<file path="src/rtl/teclado_pkg.sv">
// Shared types and helpers for the parametrised row-strobe keypad scanner.
package teclado_pkg;

  typedef enum logic [1:0] {
    ST_SCAN,
    ST_DEBOUNCE,
    ST_PRESSED,
    ST_RELEASE
  } state_t;

  localparam int MAX_ROWS = 32;

  // Width of a binary index into n items; never narrower than one bit.
  function automatic int code_width(input int n);
    return (n <= 1) ? 1 : $clog2(n);
  endfunction

  // Row strobe after reset: row 0 driven low, every other row idle high.
  function automatic logic [MAX_ROWS-1:0] fila_reset();
    return {{(MAX_ROWS-1){1'b1}}, 1'b0};
  endfunction

endpackage

</file>
<file path="src/rtl/teclado_tick_gen.sv">
// Free-running scan tick: one-cycle pulse every SCAN_DIV clk50 cycles.
module teclado_tick_gen #(
  parameter int SCAN_DIV = 50000
) (
  input  logic clk50,
  input  logic rst,
  output logic tick
);

  localparam int CNT_W = $clog2(SCAN_DIV);
  localparam logic [CNT_W-1:0] CNT_LAST = CNT_W'(SCAN_DIV - 1);

  logic [CNT_W-1:0] r_cnt;

  assign tick = (r_cnt == CNT_LAST);

  // NOTE: sequential state uses non-blocking assignments so every register samples pre-edge values.
  always_ff @(posedge clk50) begin
    if (rst)       r_cnt <= '0;
    else if (tick) r_cnt <= '0;
    else           r_cnt <= r_cnt + CNT_W'(1);
  end

endmodule

</file>
<file path="src/rtl/teclado_scan_matrix.sv">
// Row-strobe keypad scanner with column sync, debounce, held and multi-key flags.
// Define TECLADO_REPEAT_EN to add auto-repeat of key_valid while a key stays held.
module teclado_scan_matrix
  import teclado_pkg::*;
#(
  parameter  int ROWS        = 4,
  parameter  int COLS        = 4,
  parameter  int SCAN_DIV    = 50000,
  parameter  int DEBOUNCE    = 4,
  parameter  int REPEAT_DLY  = 500,
  parameter  int REPEAT_RATE = 100,
  localparam int CODE_W      = code_width(ROWS * COLS)
) (
  input  logic              clk50,
  input  logic              rst,
  input  logic [COLS-1:0]   Columna,
  output logic [ROWS-1:0]   Fila,
  output logic [CODE_W-1:0] key_code,
  output logic              key_valid,
  output logic              key_held,
  output logic              multi_err
);

  localparam int ROW_W = code_width(ROWS);
  localparam int COL_W = code_width(COLS);
  localparam int DB_W  = $clog2(DEBOUNCE + 1);
  localparam logic [DB_W-1:0]  DB_LAST  = DB_W'(DEBOUNCE);
  localparam logic [ROW_W-1:0] ROW_LAST = ROW_W'(ROWS - 1);
  localparam logic [ROWS-1:0]  FILA_RST = ROWS'(fila_reset());

  logic              w_tick;
  logic [COLS-1:0]   r_col_s1, r_col_s2;
  logic [COLS-1:0]   w_low;
  logic              w_none, w_single, w_multi;
  logic [COL_W-1:0]  w_col_idx;
  logic [CODE_W-1:0] w_code;
  logic [ROW_W-1:0]  w_row_adv;

  state_t            r_state, w_state_nxt;
  logic [ROW_W-1:0]  r_row, w_row_nxt;
  logic [ROWS-1:0]   r_fila, w_fila_nxt;
  logic [DB_W-1:0]   r_cnt, w_cnt_nxt, w_cnt_inc;
  logic [COL_W-1:0]  r_col, w_col_nxt;
  logic [CODE_W-1:0] r_key_code, w_code_nxt;
  logic              r_key_valid, w_valid_nxt;
  logic              r_key_held, w_held_nxt;
  logic              r_multi_err, w_multi_nxt;
  logic              w_accept, w_advance;

`ifdef TECLADO_REPEAT_EN
  localparam int HOLD_MAX = (REPEAT_DLY > REPEAT_RATE) ? REPEAT_DLY : REPEAT_RATE;
  localparam int HOLD_W   = $clog2(HOLD_MAX + 1);
  localparam logic [HOLD_W-1:0] HOLD_DLY  = HOLD_W'(REPEAT_DLY);
  localparam logic [HOLD_W-1:0] HOLD_RATE = HOLD_W'(REPEAT_RATE);

  logic [HOLD_W-1:0] r_hold, w_hold_nxt, w_hold_inc;
  logic              r_rep_phase, w_rep_phase_nxt;
`endif

  teclado_tick_gen #(.SCAN_DIV(SCAN_DIV)) u_tick (
    .clk50 (clk50),
    .rst   (rst),
    .tick  (w_tick)
  );

  // Columns idle high, so the synchroniser resets to "no key" rather than to a phantom press.
  always_ff @(posedge clk50) begin
    if (rst) begin
      r_col_s1 <= '1;
      r_col_s2 <= '1;
    end else begin
      r_col_s1 <= Columna;
      r_col_s2 <= r_col_s1;
    end
  end

  assign w_low     = ~r_col_s2;
  assign w_none    = ($countones(w_low) == 0);
  assign w_single  = ($countones(w_low) == 1);
  assign w_multi   = ($countones(w_low) > 1);
  assign w_cnt_inc = r_cnt + DB_W'(1);
  assign w_row_adv = (r_row == ROW_LAST) ? '0 : r_row + ROW_W'(1);
  assign w_code    = CODE_W'(int'(r_row) * COLS + int'(w_col_idx));

  always_comb begin
    w_col_idx = '0;
    for (int c = COLS - 1; c >= 0; c--) begin
      if (w_low[c]) w_col_idx = COL_W'(c);
    end
  end

  // NOTE: every combinational output gets a default first, so no path can infer a latch.
  always_comb begin
    w_state_nxt = r_state;
    w_row_nxt   = r_row;
    w_cnt_nxt   = r_cnt;
    w_col_nxt   = r_col;
    w_code_nxt  = r_key_code;
    w_valid_nxt = 1'b0;
    w_held_nxt  = r_key_held;
    w_multi_nxt = 1'b0;
    w_accept    = 1'b0;
    w_advance   = 1'b0;
`ifdef TECLADO_REPEAT_EN
    w_hold_nxt      = r_hold;
    w_rep_phase_nxt = r_rep_phase;
    w_hold_inc      = r_hold + HOLD_W'(1);
`endif

    if (w_tick) begin
      unique case (r_state)
        ST_SCAN: begin
          if (w_single) begin
            w_col_nxt = w_col_idx;
            if (DEBOUNCE == 1) begin
              w_accept = 1'b1;
            end else begin
              w_state_nxt = ST_DEBOUNCE;
              w_cnt_nxt   = DB_W'(1);
            end
          end else begin
            w_multi_nxt = w_multi;
            w_advance   = 1'b1;
          end
        end
        ST_DEBOUNCE: begin
          if (w_single && (w_col_idx == r_col)) begin
            if (w_cnt_inc == DB_LAST) w_accept  = 1'b1;
            else                      w_cnt_nxt = w_cnt_inc;
          end else begin
            w_advance = 1'b1;
          end
        end
        ST_PRESSED: begin
          // Any non-idle pattern keeps the accepted key pressed; only all-high starts a release.
          if (w_none) begin
            if (DEBOUNCE == 1) begin
              w_advance = 1'b1;
            end else begin
              w_state_nxt = ST_RELEASE;
              w_cnt_nxt   = DB_W'(1);
            end
`ifdef TECLADO_REPEAT_EN
            w_hold_nxt      = '0;
            w_rep_phase_nxt = 1'b0;
          end else begin
            if (w_hold_inc == (r_rep_phase ? HOLD_RATE : HOLD_DLY)) begin
              w_valid_nxt     = 1'b1;
              w_hold_nxt      = '0;
              w_rep_phase_nxt = 1'b1;
            end else begin
              w_hold_nxt = w_hold_inc;
            end
`endif
          end
        end
        ST_RELEASE: begin
          if (w_none) begin
            if (w_cnt_inc == DB_LAST) w_advance = 1'b1;
            else                      w_cnt_nxt = w_cnt_inc;
          end else begin
            w_state_nxt = ST_PRESSED;
            w_cnt_nxt   = '0;
          end
        end
        default: w_advance = 1'b1;
      endcase
    end

    if (w_accept) begin
      w_state_nxt = ST_PRESSED;
      w_cnt_nxt   = '0;
      w_code_nxt  = w_code;
      w_valid_nxt = 1'b1;
      w_held_nxt  = 1'b1;
`ifdef TECLADO_REPEAT_EN
      w_hold_nxt      = '0;
      w_rep_phase_nxt = 1'b0;
`endif
    end

    if (w_advance) begin
      w_state_nxt = ST_SCAN;
      w_cnt_nxt   = '0;
      w_row_nxt   = w_row_adv;
      w_held_nxt  = 1'b0;
    end

    w_fila_nxt            = '1;
    w_fila_nxt[w_row_nxt] = 1'b0;
  end

  always_ff @(posedge clk50) begin
    if (rst) begin
      r_state     <= ST_SCAN;
      r_row       <= '0;
      r_fila      <= FILA_RST;
      r_cnt       <= '0;
      r_col       <= '0;
      r_key_code  <= '0;
      r_key_valid <= 1'b0;
      r_key_held  <= 1'b0;
      r_multi_err <= 1'b0;
    end else begin
      r_state     <= w_state_nxt;
      r_row       <= w_row_nxt;
      r_fila      <= w_fila_nxt;
      r_cnt       <= w_cnt_nxt;
      r_col       <= w_col_nxt;
      r_key_code  <= w_code_nxt;
      r_key_valid <= w_valid_nxt;
      r_key_held  <= w_held_nxt;
      r_multi_err <= w_multi_nxt;
    end
  end

`ifdef TECLADO_REPEAT_EN
  always_ff @(posedge clk50) begin
    if (rst) begin
      r_hold      <= '0;
      r_rep_phase <= 1'b0;
    end else begin
      r_hold      <= w_hold_nxt;
      r_rep_phase <= w_rep_phase_nxt;
    end
  end
`endif

  assign Fila      = r_fila;
  assign key_code  = r_key_code;
  assign key_valid = r_key_valid;
  assign key_held  = r_key_held;
  assign multi_err = r_multi_err;

endmodule

</file>
<file path="config.mk">
export PLATFORM = sky130hd
export DESIGN_NAME = teclado_scan_matrix
export DESIGN_NICKNAME = d
export VERILOG_FILES = /design/src/rtl/teclado_pkg.sv /design/src/rtl/teclado_tick_gen.sv /design/src/rtl/teclado_scan_matrix.sv
export SDC_FILE = /design/constraint.sdc
export NUM_CORES = 1
export LEC_CHECK = 0
export BUFFER_PORTS_ARGS = -buffer_cell sky130_fd_sc_hd__buf_2
export CORE_ASPECT_RATIO = 1.4
export CORE_MARGIN = 2
export CORE_UTILIZATION = 45
export CTS_CLUSTER_SIZE = 14
export DETAILED_ROUTE_END_ITERATION = 7
export GPL_ROUTABILITY_DRIVEN = 0
export PLACE_DENSITY = 0.7
export SLEW_MARGIN = 20
export SYNTH_ARGS = -nofsm -noshare
export SYNTH_HDL_FRONTEND = slang
export SYNTH_HIERARCHICAL = 1
export SYNTH_SLANG_ARGS = --single-unit
</file>
<file path="constraint.sdc">
create_clock -name clk50 -period 7.5 [get_ports clk50]
set_input_delay 1.125 -clock clk50 [delete_from_list [all_inputs] [get_ports clk50]]
set_output_delay 1.125 -clock clk50 [all_outputs]
set_load 0.02 [all_outputs]
</file>
==> results.cfg <==
[hold_path]
holdCritStartpoint = r_col_s1[1]$_SDFF_PP1_
hold_path.class = register to register

[clock_network]
root_buffer = clkbuf_8
clockBufferDepth = 2
clkTransAtPathRegs_ps = 80
clkLatencyLatePin_ps = 300
cts_made_buffers = 5
cts.sinks = 44
post_cts_buffers = 0
cts_tree = built
h-tree-depth = 2
cts_resized = 0
cts_hold_buf = 0

[synthesis]
ys_seq_area_share_pct = 40.0
yosysWarnings = 6
ys_ff_latch = 44
synth_area_leaders = dfxtp_1 (40%), ha_1 (8.0%), nor2_1 (4.9%)
syn_inst = 237
synth_mux_area_share_pct = 3.18
synth-adder-area-share_pct = 8.86
synth_xor_area_share_pct = 6.82
synth_top_area_cell = dfxtp_1
synthArstFlopShare_pct = 0
syn_area_per_cell_um2 = 9.29
synth_top_family_by_area = simple AND/OR/NAND/NOR gates
synth_simple_gate_area_share_pct = 26.4
synth_top_area_share_pct = 40.0
syn_nets = 258
synth_compound_gate_area_share_pct = 10.1
synth_edf_count = 0
synth.distinct_cells = 52
synthFlopType = dfxtp_1
post_synth_instance_area_um2 = 2200

[final_layout]
nets = 272
area_growth_pct = 8.86
layout_commonest_cell = dfxtp_1
multi_input_area_um2 = 1220
fin_cells = 316
final_cell_mix = dfxtp_1 (44), nor2_1 (29), nand2_1 (19), buf_2 (16), ha_1 (14)
layout-drive-gt1-share_pct = 17.9
stdcell_area_um2 = 2400
antennaDiodeCount = 0
final-seq-area_um2 = 881
nFillCells = 462

[drt]
routed_via_density = 5.26
drt_iter0_markers = 132
dr.pass1.iters = 4
num_vias = 1661
drc_errors = 0
detail-route-antenna-nets = 0
wl_per_cell_um = 12.4
routed_wl_um = 3910

[floorplanning]
die_h_um = 86.8
io_pins = 17
start_util_pct = 46.2
die_x_um = 63.1
die_area_um2 = 5480
core_area_um2 = 4770
row_count = 30

[sta]
setup_violations = 0
slew_viol_final = 0
grt_setup_unrepaired = no
period_needed_ps = 3080
slew_headroom_pct = 53.3
fin_crit_sh_pct = 41.1
worstMarginPinSlew_ps = 697
hold_violations = 0
final.setup.tns_ps = 0
fmax_ghz = 0.325
fin_skew_ps = 7.39

[placed_design]
io_buffer_count = 16
dpl.hpwl_um = 2750
dp.cells = 308
post_dp_cell_area_um2 = 2310

[setup_path]
crit_slowest_cell = or4b_4
critical_path_arrival_ps = 3280
crit_path_end_kind = register
crit_chain = fa_1 -> inv_1 -> ha_1 -> inv_1 -> ha_1 -> nor2_4 -> and2_4 -> and3_4 -> a21boi_4 -> or4b_4 -> a2111oi_4
crit_path_max_fanout = 7
path_class = register to register
r2r_start = r_col_s2[0]$_SDFF_PP1_
required_ps = 7700
critical_path.max_stage_delay_ps = 560
cp-startpoint = r_col_s2[0]$_SDFF_PP1_
worstSetupStartpointType = register

[global_route]
grt_pass1_vias = 1637
antenna_found_initial = 0
grt_max_degree = 30
grt-ovfl-total = 0
track_usage_pct = 15.4
grt_pass1_wl_um = 6730

[job]
drv_cap = 0

[power]
powerDensity_nw_per_um2 = 171
vdd_ir_drop_max_mv = 0.101
p_leak_uw = 0.000904

[status]
status = finished clean
==> per-stage QoR <==
step | power (uW) | hold slack (ps) | utilization, % | setup WS (ps)
2_1_floorplan | 264 | 389 | - | 4600
3_3_place_gp | 268 | 392 | 48.5 | 4540
3_5_place_dp | 268 | 392 | 48.5 | 4450
4_1_cts | 415 | 412 | 50.3 | 4430
5_1_grt | 428 | 427 | 50.3 | 4240
6_report | 411 | 413 | 50.3 | 4420
==> layout make-up <==
class	count	area share, %
Multi-Input combinational cell	171	50.9
Sequential cell	44	36.7
Timing Repair Buffer	16	3.34
Inverter	13	2.04
Clock buffer	5	2.87
Clock inverter	3	0.783
Tap cell	64	3.34
==> sequential cells by signal, summed over array words and instances, names as in the netlist, 3 cells and up <==
register and cells:
Fila 4, r_col_s1 4, r_cnt 3, key_code 4
u_tick/r_cnt 16, r_col_s2 4
==> synth_stat cells (5+ instances only) <==
cell and count:
ha_1 14, nand4_1 5, mux2i_1 7, nor3_1 6, inv_1 13, nand2_1 19
dfxtp_1 44, xnor2_1 12, nor4_1 7, or2_2 8, nor2_1 29, nand3_1 7
a21oi_1 7, o21ai_0 5
==> kinds of logic (layout without fill, tap and decap cells) <==
group / Yosys count / count (layout)
compound gates: 28 / 28
xor+xnor: 15 / 15
fa+ha+maj: 15 / 15
buf+inv: 22 / 37
flops: 44 / 44
mux: 7 / 7
simple gates: 106 / 106
==> routing by layer <==
layer / wire length [um] / track usage, % / share of wire (%) / vias to the layer above
li1: - / - / - / 850
met1: 1690 / 15.9 / 43 / 768
met2: 2010 / 29.0 / 51 / 37
met3: 138 / 3.64 / 3.5 / 6
met4: 68 / 7.27 / 1.7 / 0
met5: 0 / 0 / 0 / -
==> power breakdown <==
| group | switching [uW] | total (uW) | internal [uW] |
|---|---|---|---|
| Clock | 82.7 | 148 | 65.0 |
| Combinational | 13.9 | 24.2 | 10.3 |
| Sequential | 2.21 | 239 | 237 |
| Total | 98.8 | 411 | 312 |
==> worst max-delay path: cells and delay by family (launching register included) <==
family | cells | cell delay [ps]
adders and majority gates | 3 | 1010
and+or+nand+nor | 4 | 1070
AOI/OAI and AO/OA | 2 | 420
DFF | 1 | 340
buffers and inverters | 2 | 140
==> path summary, 6_finish.rpt <==
path,to,slack (ps),depth (start not counted)
max reg2reg,r_cnt[2]$_SDFFE_PP0P_,4420,11
min,r_col_s2[1]$_SDFF_PP1_,410,1
min reg2reg,r_col_s2[1]$_SDFF_PP1_,410,1
max,r_cnt[2]$_SDFFE_PP0P_,4420,11
Power figures use the tool's default switching activity.
